<file path="config.mk">
export PLATFORM = sky130hd
export DESIGN_NAME = serial_add_sub8
export DESIGN_NICKNAME = d
export VERILOG_FILES = /design/src/rtl/serial_add_sub8.sv
export SDC_FILE = /design/constraint.sdc
export NUM_CORES = 1
export LEC_CHECK = 0
export CORE_ASPECT_RATIO = 2
export CORE_MARGIN = 2
export CORE_UTILIZATION = 45
export CTS_CLUSTER_SIZE = 28
export DETAILED_ROUTE_END_ITERATION = 8
export PLACE_DENSITY = 0.73
export RECOVER_POWER = 50
export SYNTH_ARGS = -nofsm -noshare
export SYNTH_HDL_FRONTEND = slang
export SYNTH_SLANG_ARGS = --single-unit
</file>
<file path="constraint.sdc">
create_clock -name clk -period 2.3 [get_ports clk]
set_input_delay 0.345 -clock clk [delete_from_list [all_inputs] [get_ports clk]]
set_output_delay 0.345 -clock clk [all_outputs]
set_load 0.02 [all_outputs]
</file>
<file path="src/rtl/serial_add_sub8.sv">
// serial_add_sub8: bit-serial LSB-first adder/subtractor with valid/ready handshakes.
// One operand pair per transaction; result and carry (or not-borrow) come back after WIDTH shift cycles.
module serial_add_sub8 #(
    parameter int WIDTH = 8,
    parameter int CNT_W = $clog2(WIDTH) + 1
) (
    input  logic             clk,
    input  logic             rst,
    input  logic             in_valid,
    output logic             in_ready,
    input  logic [WIDTH-1:0] a,
    input  logic [WIDTH-1:0] b,
    input  logic             cin,
    input  logic             op,
    output logic             out_valid,
    input  logic             out_ready,
    output logic [WIDTH-1:0] result,
    output logic             cout,
    output logic             busy
);
    localparam logic [1:0] IDLE  = 2'd0;
    localparam logic [1:0] SHIFT = 2'd1;
    localparam logic [1:0] DONE  = 2'd2;

    logic [1:0]       state_q, state_d;
    logic [WIDTH-1:0] a_q, a_d, b_q, b_d, res_q, res_d;
    logic [CNT_W-1:0] cnt_q, cnt_d;
    logic             c_q, c_d, cout_q, cout_d;
    logic             accept, shifting, last, sum, carry;

    // Subtraction is a + ~b + ~cin, so b and the carry are inverted once at accept.
    always_comb begin
        accept   = (state_q == IDLE) && in_valid;
        shifting = state_q == SHIFT;
        last     = cnt_q == CNT_W'(WIDTH - 1);
        sum      = a_q[0] ^ b_q[0] ^ c_q;
        carry    = (a_q[0] & b_q[0]) | (a_q[0] & c_q) | (b_q[0] & c_q);
        state_d  = accept ? SHIFT :
                   (shifting && last) ? DONE :
                   (state_q == DONE && out_ready) ? IDLE : state_q;
        a_d      = accept ? a : shifting ? a_q >> 1 : a_q;
        b_d      = accept ? (op ? ~b : b) : shifting ? b_q >> 1 : b_q;
        c_d      = accept ? (op ? ~cin : cin) : shifting ? carry : c_q;
        cnt_d    = accept ? '0 : shifting ? cnt_q + CNT_W'(1) : cnt_q;
        res_d    = shifting ? {sum, res_q[WIDTH-1:1]} : res_q;
        cout_d   = (shifting && last) ? carry : cout_q;
    end

    always_ff @(posedge clk or posedge rst) begin
        if (rst) begin
            state_q <= IDLE;
            a_q     <= '0;
            b_q     <= '0;
            res_q   <= '0;
            cnt_q   <= '0;
            c_q     <= 1'b0;
            cout_q  <= 1'b0;
        end else begin
            state_q <= state_d;
            a_q     <= a_d;
            b_q     <= b_d;
            res_q   <= res_d;
            cnt_q   <= cnt_d;
            c_q     <= c_d;
            cout_q  <= cout_d;
        end
    end

    assign in_ready  = state_q == IDLE;
    assign busy      = state_q == SHIFT;
    assign out_valid = state_q == DONE;
    assign result    = res_q;
    assign cout      = cout_q;
endmodule

</file>
==> metrics.yaml, run 1 <==
status: "completed"
hold_start: "result[0]"
drive_gt1_frac: 0.0718
setup-violations-final: 0
cts_tree: "done"
cts.path.max_buffers: 2
path_cells: "nand2b_4, inv_2, clkdlybuf4s50_1"
fin_skew_ps: 3.43
worstRegToRegCells: 3
ir_drop_v: 0.000572
max-slew-margin-rel: 0.484
min_path_cells: 2
cts_resized: 0
grt_overflow: 0
fin_setup_tns_ps: 0
chipWidth_um: 44.9
wl_um: 2950
hold_end: "result[0]"
multi_input_area_um2: 628
cts_setup_buffers: 0
nets: 218
synth-seq-cells: 32
drtPass1Iterations: 4
avgSynthCellArea_um2: 9.41
seq_area_frac_synth: 0.532
cts_buffers: 5
syn-num-nets: 184
rsz0062_at_grt: "false"
dp.cells: 218
layout.area.seq_um2: 801
r2r-start: "state_q[0]"
antennaDiodeCount: 0
clkLatencyLatePin_ps: 280
critPathBufInv: 2
critPathCaptureType: "output port"
ant_nets: 0
fill_cells: 293
grt_antenna_before_repair: 0
grt_usage: 0.185
vias_per_cell: 5.35
r2r_end: "b_q[5]"
tightestPinTransition_ps: 773
vias: 1210
slowest_stage: "clkdlybuf4s50_1"
wl_per_cell_um: 13.0
synth_cells: 160
reg2reg_slack_ps: 680
p_leak_nw: 0.921
critPathRequiredTime_ps: 1960
fp.dieH_um: 85.8
yosysWarningCount: 0
cp_top_family: "buffers and inverters"
drv_cap: 0
grt_max_degree: 33
hold_buffers: 0
die-area_um2: 3850
ios: 34
post-dp-hpwl_um: 2110
cts_num_sinks: 32
hold_viol: 0
grt_pass1_vias: 1236
slew_violations: 0
yosysUniqueCellTypes: 27
fp.coreArea_um2: 3190
arrival_ps: 1710
crit_path_max_incr_delay_ps: 600
clock.fmax_ghz: 0.487
p_total_mw: 2.00
rows: 29
grt_pass1_wl_um: 5260
instances_no_fill: 226
area_growth_pct: 27.0
pwr_density_cell_nw_per_um2: 1050
place_congestion: 0.726
drt_iter0_drc: 29
worstSetupPathType: "register to output port"
root_buffer: "clkbuf_8"
utilization: 0.599
port_buffers: 33
cts.htree.levels: 2
worstHoldPathType: "register to register"
finalCriticalPeriod_ps: 2060
fin_crit_sh: 0.894
critPathMaxFanout: 23
critPathLaunchType: "register"
initial_core_util: 0.471
clk_pin_slew_ps: 60
syn_area_um2: 1510
drcViolationCount: 0
[kinds of logic (layout without fill, tap and decap cells)]
kind of cell,Yosys count,count (layout),synth area share
AOI/OAI and AO/OA,23,23,0.107
xor gates and xnor gates,9,9,0.0524
adders and majority gates,2,2,0.0216
buffers and inverters,11,46,0.0465
and+or+nand+nor,81,81,0.226
DFF,32,32,0.532
muxes,2,2,0.0141
[routing by layer]
metal	wire, um	global-route usage	part of all wire	vias up
met5	0	0	0	-
met3	125	0.0526	0.042	6
met2	1660	0.335	0.56	28
met4	59	0.0882	0.020	0
li1	-	-	-	589
met1	1100	0.181	0.37	587
[flip-flops by register name (all words and copies together), names as in the netlist]
signal,flops
b_q,8
cout,1
cnt_q,4
c_q,1
result,8
a_q,8
state_q,2
[cell usage in the layout (no fill, tap or decap)]
master           Yosys  routed
nand2_1             62      62
dfrtp_1             32      32
clkdlybuf4s50_1      0      31
nor2_1              11      11
xor2_1               8       8
a31oi_1              8       8
a22oi_1              7       7
clkbuf_8             0       6
o21ai_0              3       3
nand3_1              3       3
inv_1                2       2
clkbuf_1             0       2
dlygate4sd3_1        0       2
or3b_1               0       1
nand2b_4             1       1
inv_2                1       1
nor3b_2              1       1
o21bai_1             0       1
nand3b_1             1       1
a21oi_1              1       1
o21ba_2              1       1
xnor2_1              1       1
o21ai_2              1       1
o2bb2ai_1            1       1
mux2_2               1       1
nand4_1              1       1
mux2i_1              1       1
fa_1                 1       1
ha_1                 1       1
buf_4                0       1
clkbuf_2             0       1
[through the flow]
stage	worst slack (ps)	cell area (um2)	hold WS (ps)
after floorplan	1000	1510	427
final	245	1910	472
after CTS	219	1920	458
after global routing	168	1910	517
after global placement	575	1830	455
after detailed placement	538	1830	465
[worst reg2reg max path: stages, from the launching register on]
cell and delay (ps):
dfrtp_1 480, or3b_1 720, nor2_1 220, a31oi_1 60
[area by class of cell]
| type | count | share of cell area |
|---|---|---|
| clock buffer | 8 | 0.0471 |
| inverter | 3 | 0.00589 |
| sequential | 32 | 0.419 |
| timing repair buffer | 35 | 0.179 |
| tap | 31 | 0.0203 |
| multi-input combinational | 117 | 0.329 |
[where the power goes]
group          leakage [nW]  switching [mW]  total, mW  internal (mW)
sequential            0.414           0.153      0.920          0.767
clock                0.0455           0.191      0.435          0.244
combinational         0.461           0.347      0.644          0.296
[worst max-delay path by stage]
stage	cells after the start	from	endpoint
2_1_floorplan	5	state_q[0]	b_q[2]
3_3_place_gp	3	state_q[0]	busy
3_5_place_dp	3	state_q[0]	busy
4_1_cts	3	state_q[0]	busy
5_1_grt	3	state_q[0]	busy
6_report	3	state_q[1]	busy
[Yosys cell counts]
cell	instances	area [um2]
a21oi_1	1	5.00
buf_6	3	33.8
nor3b_2	1	12.5
xor2_1	8	70.1
o21ai_0	3	15.0
buf_2	5	25.0
a31oi_1	8	50.1
dfrtp_1	32	801
xnor2_1	1	8.76
nand3_1	3	15.0
or3b_4	1	11.3
nand3b_1	1	7.51
a22oi_1	7	52.6
o2bb2ai_1	1	8.76
mux2_2	1	11.3
mux2i_1	1	10.0
fa_1	1	20.0
inv_1	2	7.51
o21bai_2	1	11.3
o21ai_2	1	8.76
nand4_1	1	6.26
nor2_1	11	41.3
nand2_1	62	233
o21ba_2	1	10.0
nand2b_4	1	13.8
ha_1	1	12.5
inv_2	1	3.75
No activity file was read; power rests on OpenSTA's default activity.
==> run 2, diff against run 1 <==
--- a/config.mk
+++ b/config.mk
@@ -10,6 +10,7 @@
 export CORE_UTILIZATION = 45
 export CTS_CLUSTER_SIZE = 28
 export DETAILED_ROUTE_END_ITERATION = 8
+export HOLD_SLACK_MARGIN = 0.08
 export PLACE_DENSITY = 0.73
 export RECOVER_POWER = 50
 export SYNTH_ARGS = -nofsm -noshare
==> constraint.sdc (replaced) <==
create_clock -name clk -period 1.9 [get_ports clk]
set_input_delay 0.285 -clock clk [delete_from_list [all_inputs] [get_ports clk]]
set_output_delay 0.285 -clock clk [all_outputs]
set_load 0.02 [all_outputs]
==> run 2 against run 1 <==
  * Final cell count increased by 0.88%
  * Sequential share of layout area decreased by 0.25 points
  * First-iteration DRC count decreased by 41%
  * Combinational power increased by 23%
  * Global-route usage decreased by 0.59 points
  * Register-to-register slack got worse by 320 ps
  * Power increased by 22%
  * Critical path type unchanged
==> metrics.yaml, run 2 (synthesized netlist as in run 1, its figures left out) <==
antennaDiodeCount: 0  # unchanged
drcViolationCount: 0  # unchanged
critPathMaxFanout: 7  # was 23
fp.dieH_um: 85.8  # unchanged
p_total_mw: 2.44  # was 2.00 mW
wl_um: 2960  # was 2950 um
area_growth_pct: 28.2  # was 27.0%
cts_resized: 0  # unchanged
fin_skew_ps: 1.58  # was 3.43 ps
swShare: 0.346  # about the same
setup_slack_ps: 76.0  # was 245 ps
ios: 34  # unchanged
p_switching_mw: 0.844  # was 0.691 mW
vias: 1218  # was 1,210
critPathLaunchType: "register"  # unchanged
pwr-share-clk: 0.218  # about the same
rows: 29  # unchanged
drive_gt1_frac: 0.0964  # was 0.0718
cts_tree: "done"  # unchanged
max-slew-margin-rel: 0.475  # was 0.484
cts_buffers: 5  # unchanged
final_common_cell: "nand2_1"  # unchanged
ir_drop_v: 0.000643  # was 0.000572 V
worstHoldPathType: "register to register"  # unchanged
grt_antenna_before_repair: 0  # unchanged
p_leak_nw: 0.930  # was 0.921 nW
critPathRequiredTime_ps: 1620  # was 1960 ps
slew_violations: 0  # unchanged
setup-violations-final: 0  # unchanged
fp.coreArea_um2: 3190  # unchanged
grt_pass1_vias: 1210  # was 1,236
chipWidth_um: 44.9  # unchanged
port_buffers: 33  # unchanged
finish.instance_area_um2: 1930  # was 1910 um2
drt_iter0_drc: 17  # was 29
placed_area_um2: 1850  # was 1830 um2
wl_per_cell_um: 13.0  # about the same
fin_setup_tns_ps: 0  # unchanged
critPathBufInv: 2  # unchanged
slowest_stage: "clkdlybuf4s50_1"  # unchanged
cts.htree.levels: 2  # unchanged
pwr_density_cell_nw_per_um2: 1260  # was 1050 nW/um2
path_cells: "nand2b_4, inv_2, clkdlybuf4s50_1"  # unchanged
cp_top_family: "buffers and inverters"  # unchanged
post-dp-hpwl_um: 2190  # was 2110 um
grt_pass1_wl_um: 5170  # was 5260 um
tightestPinTransition_ps: 788  # was 773 ps
hold_buffers: 0  # unchanged
cts.path.max_buffers: 2  # unchanged
die-area_um2: 3850  # unchanged
reg2reg_slack_ps: 360  # was 680 ps
internal-power_mw: 1.59  # was 1.31 mW
worstSetupPathType: "register to output port"  # unchanged
hold_viol: 0  # unchanged
finalCriticalPeriod_ps: 1820
rsz0062_at_grt: "false"  # unchanged
final_cell_mix: "62 x nand2_1, 32 x clkdlybuf4s50_1, 30 x dfrtp_1"  # was 62 x nand2_1, 32 x dfrtp_1, 31 x clkdlybuf4s50_1
drtPass1Iterations: 4  # unchanged
pre_cts_ws_ps: 241  # was 538 ps
fin_crit_sh: 0.960
ant_nets: 0  # unchanged
status: "completed"  # unchanged
cts_setup_buffers: 0  # unchanged
clkLatencyLatePin_ps: 280  # about the same
vias_per_cell: 5.34  # was 5.35
clock.fmax_ghz: 0.548
crit_path_max_incr_delay_ps: 600  # about the same
seq_power_share: 0.457  # was 0.460
nets: 220  # was 218
cts_num_sinks: 32  # unchanged
grt_max_degree: 33  # unchanged
share_comb_of_total_power: 0.325  # was 0.322
utilization: 0.604  # was 0.599
arrival_ps: 1540  # was 1710 ps
drv_cap: 0  # unchanged
grt_usage: 0.179  # was 0.185
initial_core_util: 0.471  # unchanged
grt_overflow: 0  # unchanged
clk_pin_slew_ps: 60  # about the same
place_congestion: 0.725  # was 0.726
critPathCaptureType: "output port"  # unchanged
root_buffer: "clkbuf_8"  # unchanged
-- run 2: final cells by class --
cell class,count,area (um2)
Clock buffer,8,90.1
Fill cell,278,1260
Inverter,3,11.3
Multi-Input combinational cell,117,631
Sequential cell,32,803
Tap cell,31,38.8
Timing Repair Buffer,37,355
-- run 2: final timing paths --
| kind | start | to | cells past startpoint |
|---|---|---|---|
| worst min register to register | result[0] | result[0] | 2 |
| min in group asynchronous | rst | a_q[3] | 3 |
| worst max register to register | state_q[1] | cnt_q[3] | 5 |
| worst max-delay path | state_q[1] | busy | 3 |
| worst min-delay path | result[0] | result[0] | 2 |
| max in group asynchronous | rst | state_q[0] | 3 |
-- run 2: power groups by stage --
stage               clock [mW]  combinational [mW]  sequential, mW
floorplan                    0               0.478            1.14
detailed placement           0               0.811            1.12
global placement             0               0.775            1.11
finish                   0.530               0.792            1.11
CTS                      0.547               0.812            1.11
global route             0.574               0.889            1.15
-- run 2: tightest hold or removal path, cell delays in order (launching register included) --
cell     delay [ps]
dfrtp_1         340
nand2_1          50
nand2_1          50
-- run 2: through the flow --
| stage | std cells | hold WS, ps |
|---|---|---|
| after CTS | 228 | 403 |
| final | 228 | 475 |
| after global routing | 228 | 518 |
| after floorplan | 160 | 367 |
| after detailed placement | 220 | 468 |
| after global placement | 220 | 449 |
-- run 2: per-layer routing --
layer | GRT usage | share of wire | vias to the layer above
met3 | 0.0379 | 0.034 | 5
met5 | 0 | 0 | -
met2 | 0.319 | 0.57 | 29
met4 | 0.0642 | 0.013 | 0
li1 | - | - | 592
met1 | 0.200 | 0.38 | 592
==> run 3, diff against run 2 <==
--- a/config.mk
+++ b/config.mk
@@ -11,7 +11,7 @@
 export CTS_CLUSTER_SIZE = 28
 export DETAILED_ROUTE_END_ITERATION = 8
 export HOLD_SLACK_MARGIN = 0.08
-export PLACE_DENSITY = 0.73
+export PLACE_DENSITY = 0.83
 export RECOVER_POWER = 50
 export SYNTH_ARGS = -nofsm -noshare
 export SYNTH_HDL_FRONTEND = slang
==> constraint.sdc (replaced) <==
create_clock -name clk -period 2.3 [get_ports clk]
set_input_delay 0.345 -clock clk [delete_from_list [all_inputs] [get_ports clk]]
set_output_delay 0.345 -clock clk [all_outputs]
set_load 0.02 [all_outputs]
==> run 3 against run 2 <==
  * Cell area down 2.1%
  * Final cell count shrank 2.2%
  * Via count down 3.4%
  * Global-route usage decreased by 0.41 points
  * Worst setup slack better by 180 ps
  * Largest power group unchanged
  * Core utilization fell by 1.3 points
  * Critical path depth is the same
  * Sequential cell count unchanged
  * Count of clock-buffer cells in the layout shrank 3
  * Combinational power is 20% lower
  * Largest cell class unchanged
  * Register-to-register slack gained 220 ps
==> metrics.yaml, run 3 (synthesized netlist as in run 1, its figures left out) <==
status: "completed"  # unchanged
grt_overflow: 0  # unchanged
ios: 34  # unchanged
vias_per_cell: 5.27  # was 5.34
clkLatencyLatePin_ps: 280  # about the same
critPathRequiredTime_ps: 1960  # was 1620 ps
final_common_cell: "nand2_1"  # unchanged
finalCriticalPeriod_ps: 2050
nets: 218  # was 220
hold_viol: 0  # unchanged
place_congestion: 0.790  # was 0.725
cts_num_sinks: 32  # unchanged
drcViolationCount: 0  # unchanged
pre_cts_ws_ps: 520  # was 241 ps
fin_setup_tns_ps: 0  # unchanged
initial_core_util: 0.471  # unchanged
area_growth_pct: 25.4  # was 28.2%
p_total_mw: 1.93  # was 2.44 mW
arrival_ps: 1700  # was 1540 ps
vias: 1176  # was 1,218
wl_um: 2810  # was 2960 um
critPathCaptureType: "output port"  # unchanged
critPathMaxFanout: 23  # was 7
worstHoldPathType: "register to register"  # unchanged
chipWidth_um: 44.9  # unchanged
setup.worst_path.start: "state_q[0]"  # was state_q[1]
hold_buffers: 0  # unchanged
r2r-start: "state_q[0]"  # was state_q[1]
clock.fmax_ghz: 0.489
rsz0062_at_grt: "false"  # unchanged
ant_nets: 0  # unchanged
grt_max_degree: 33  # unchanged
die-area_um2: 3850  # unchanged
drtPass1Iterations: 4  # unchanged
hold_start: "cnt_q[3]"  # was result[0]
rows: 29  # unchanged
clk_pin_slew_ps: 60  # about the same
drive_gt1_frac: 0.0677  # was 0.0964
slew_violations: 0  # unchanged
fp.dieH_um: 85.8  # unchanged
grt_pass1_wl_um: 4970  # was 5170 um
max-slew-margin-rel: 0.479  # was 0.475
ir_drop_v: 0.000599  # was 0.000643 V
cts_buffers: 5  # unchanged
final_cell_mix: "62 x nand2_1, 32 x dfrtp_1, 31 x clkdlybuf4s50_1"  # was 62 x nand2_1, 32 x clkdlybuf4s50_1, 30 x dfrtp_1
setup-violations-final: 0  # unchanged
fin_crit_sh: 0.890
setup_slack_ps: 253  # was 76.0 ps
drv_cap: 0  # unchanged
reg2reg_slack_ps: 580  # was 360 ps
port_buffers: 33  # unchanged
cts.path.max_buffers: 2  # unchanged
cts_resized: 0  # unchanged
cts.htree.levels: 2  # unchanged
drt_iter0_drc: 8  # was 17
antennaDiodeCount: 0  # unchanged
cts_setup_buffers: 0  # unchanged
wl_per_cell_um: 12.6  # was 13.0 um
utilization: 0.591  # was 0.604
post-dp-hpwl_um: 1990  # was 2190 um
critPathLaunchType: "register"  # unchanged
cts_tree: "done"  # unchanged
pwr_density_cell_nw_per_um2: 1020  # was 1260 nW/um2
root_buffer: "clkbuf_8"  # unchanged
grt_usage: 0.175  # was 0.179
tightestPinTransition_ps: 782  # was 788 ps
p_leak_nw: 0.911  # was 0.930 nW
fp.coreArea_um2: 3190  # unchanged
grt_pass1_vias: 1146  # was 1,210
grt_antenna_before_repair: 0  # unchanged
worstSetupPathType: "register to output port"  # unchanged
fin_skew_ps: 6.19  # was 1.58 ps
run 3: cell count changes in the layout (fill, tap and decap cells not counted):
cell             before  now
clkbuf_8              6    5
dfrtp_1              30   32
dfrtp_2               2    0
clkdlybuf4s50_1      32   31
or3b_1                0    1
or3b_4                1    0
clkbuf_1              2    0
dlygate4sd3_1         1    2
buf_4                 2    0
run 3: area by class of cell:
class                      count  area (um2)
fill                         283        1310
sequential                    32         801
tap                           31        38.8
inverter                       3        11.3
timing repair buffer          35         340
multi-input combinational    117         628
clock buffer                   5        68.8
run 3: routing by layer:
layer | track usage | vias up | share of wire
met5 | 0 | - | 0
met2 | 0.278 | 27 | 0.53
li1 | - | 587 | -
met1 | 0.209 | 555 | 0.40
met4 | 0.0989 | 0 | 0.032
met3 | 0.0421 | 7 | 0.040
run 3: worst paths after layout:
kind | depth (start not counted) | end
min reg2reg | 1 | cnt_q[3]
max | 3 | busy
min | 1 | cnt_q[3]
min in group asynchronous | 3 | a_q[4]
max in group asynchronous | 3 | result[1]
max reg2reg | 5 | cnt_q[3]
run 3: power breakdown:
part,internal [mW],switching [mW]
Combinational,0.293,0.342
Sequential,0.767,0.151
Clock,0.194,0.185
Total,1.25,0.678
run 3: worst max-delay path, cell delays in order, from the launching register on:
cell	delay [ps]
dfrtp_1	510
nand2b_4	220
inv_2	90
clkdlybuf4s50_1	590
run 3: through the flow:
stage          instances  hold WS [ps]  instance area [um2]
6_report             223           473                 1890
5_1_grt              223           495                 1890
4_1_cts              223           457                 1900
3_5_place_dp         218           463                 1830
3_3_place_gp         218           459                 1830
2_1_floorplan        160           427                 1510
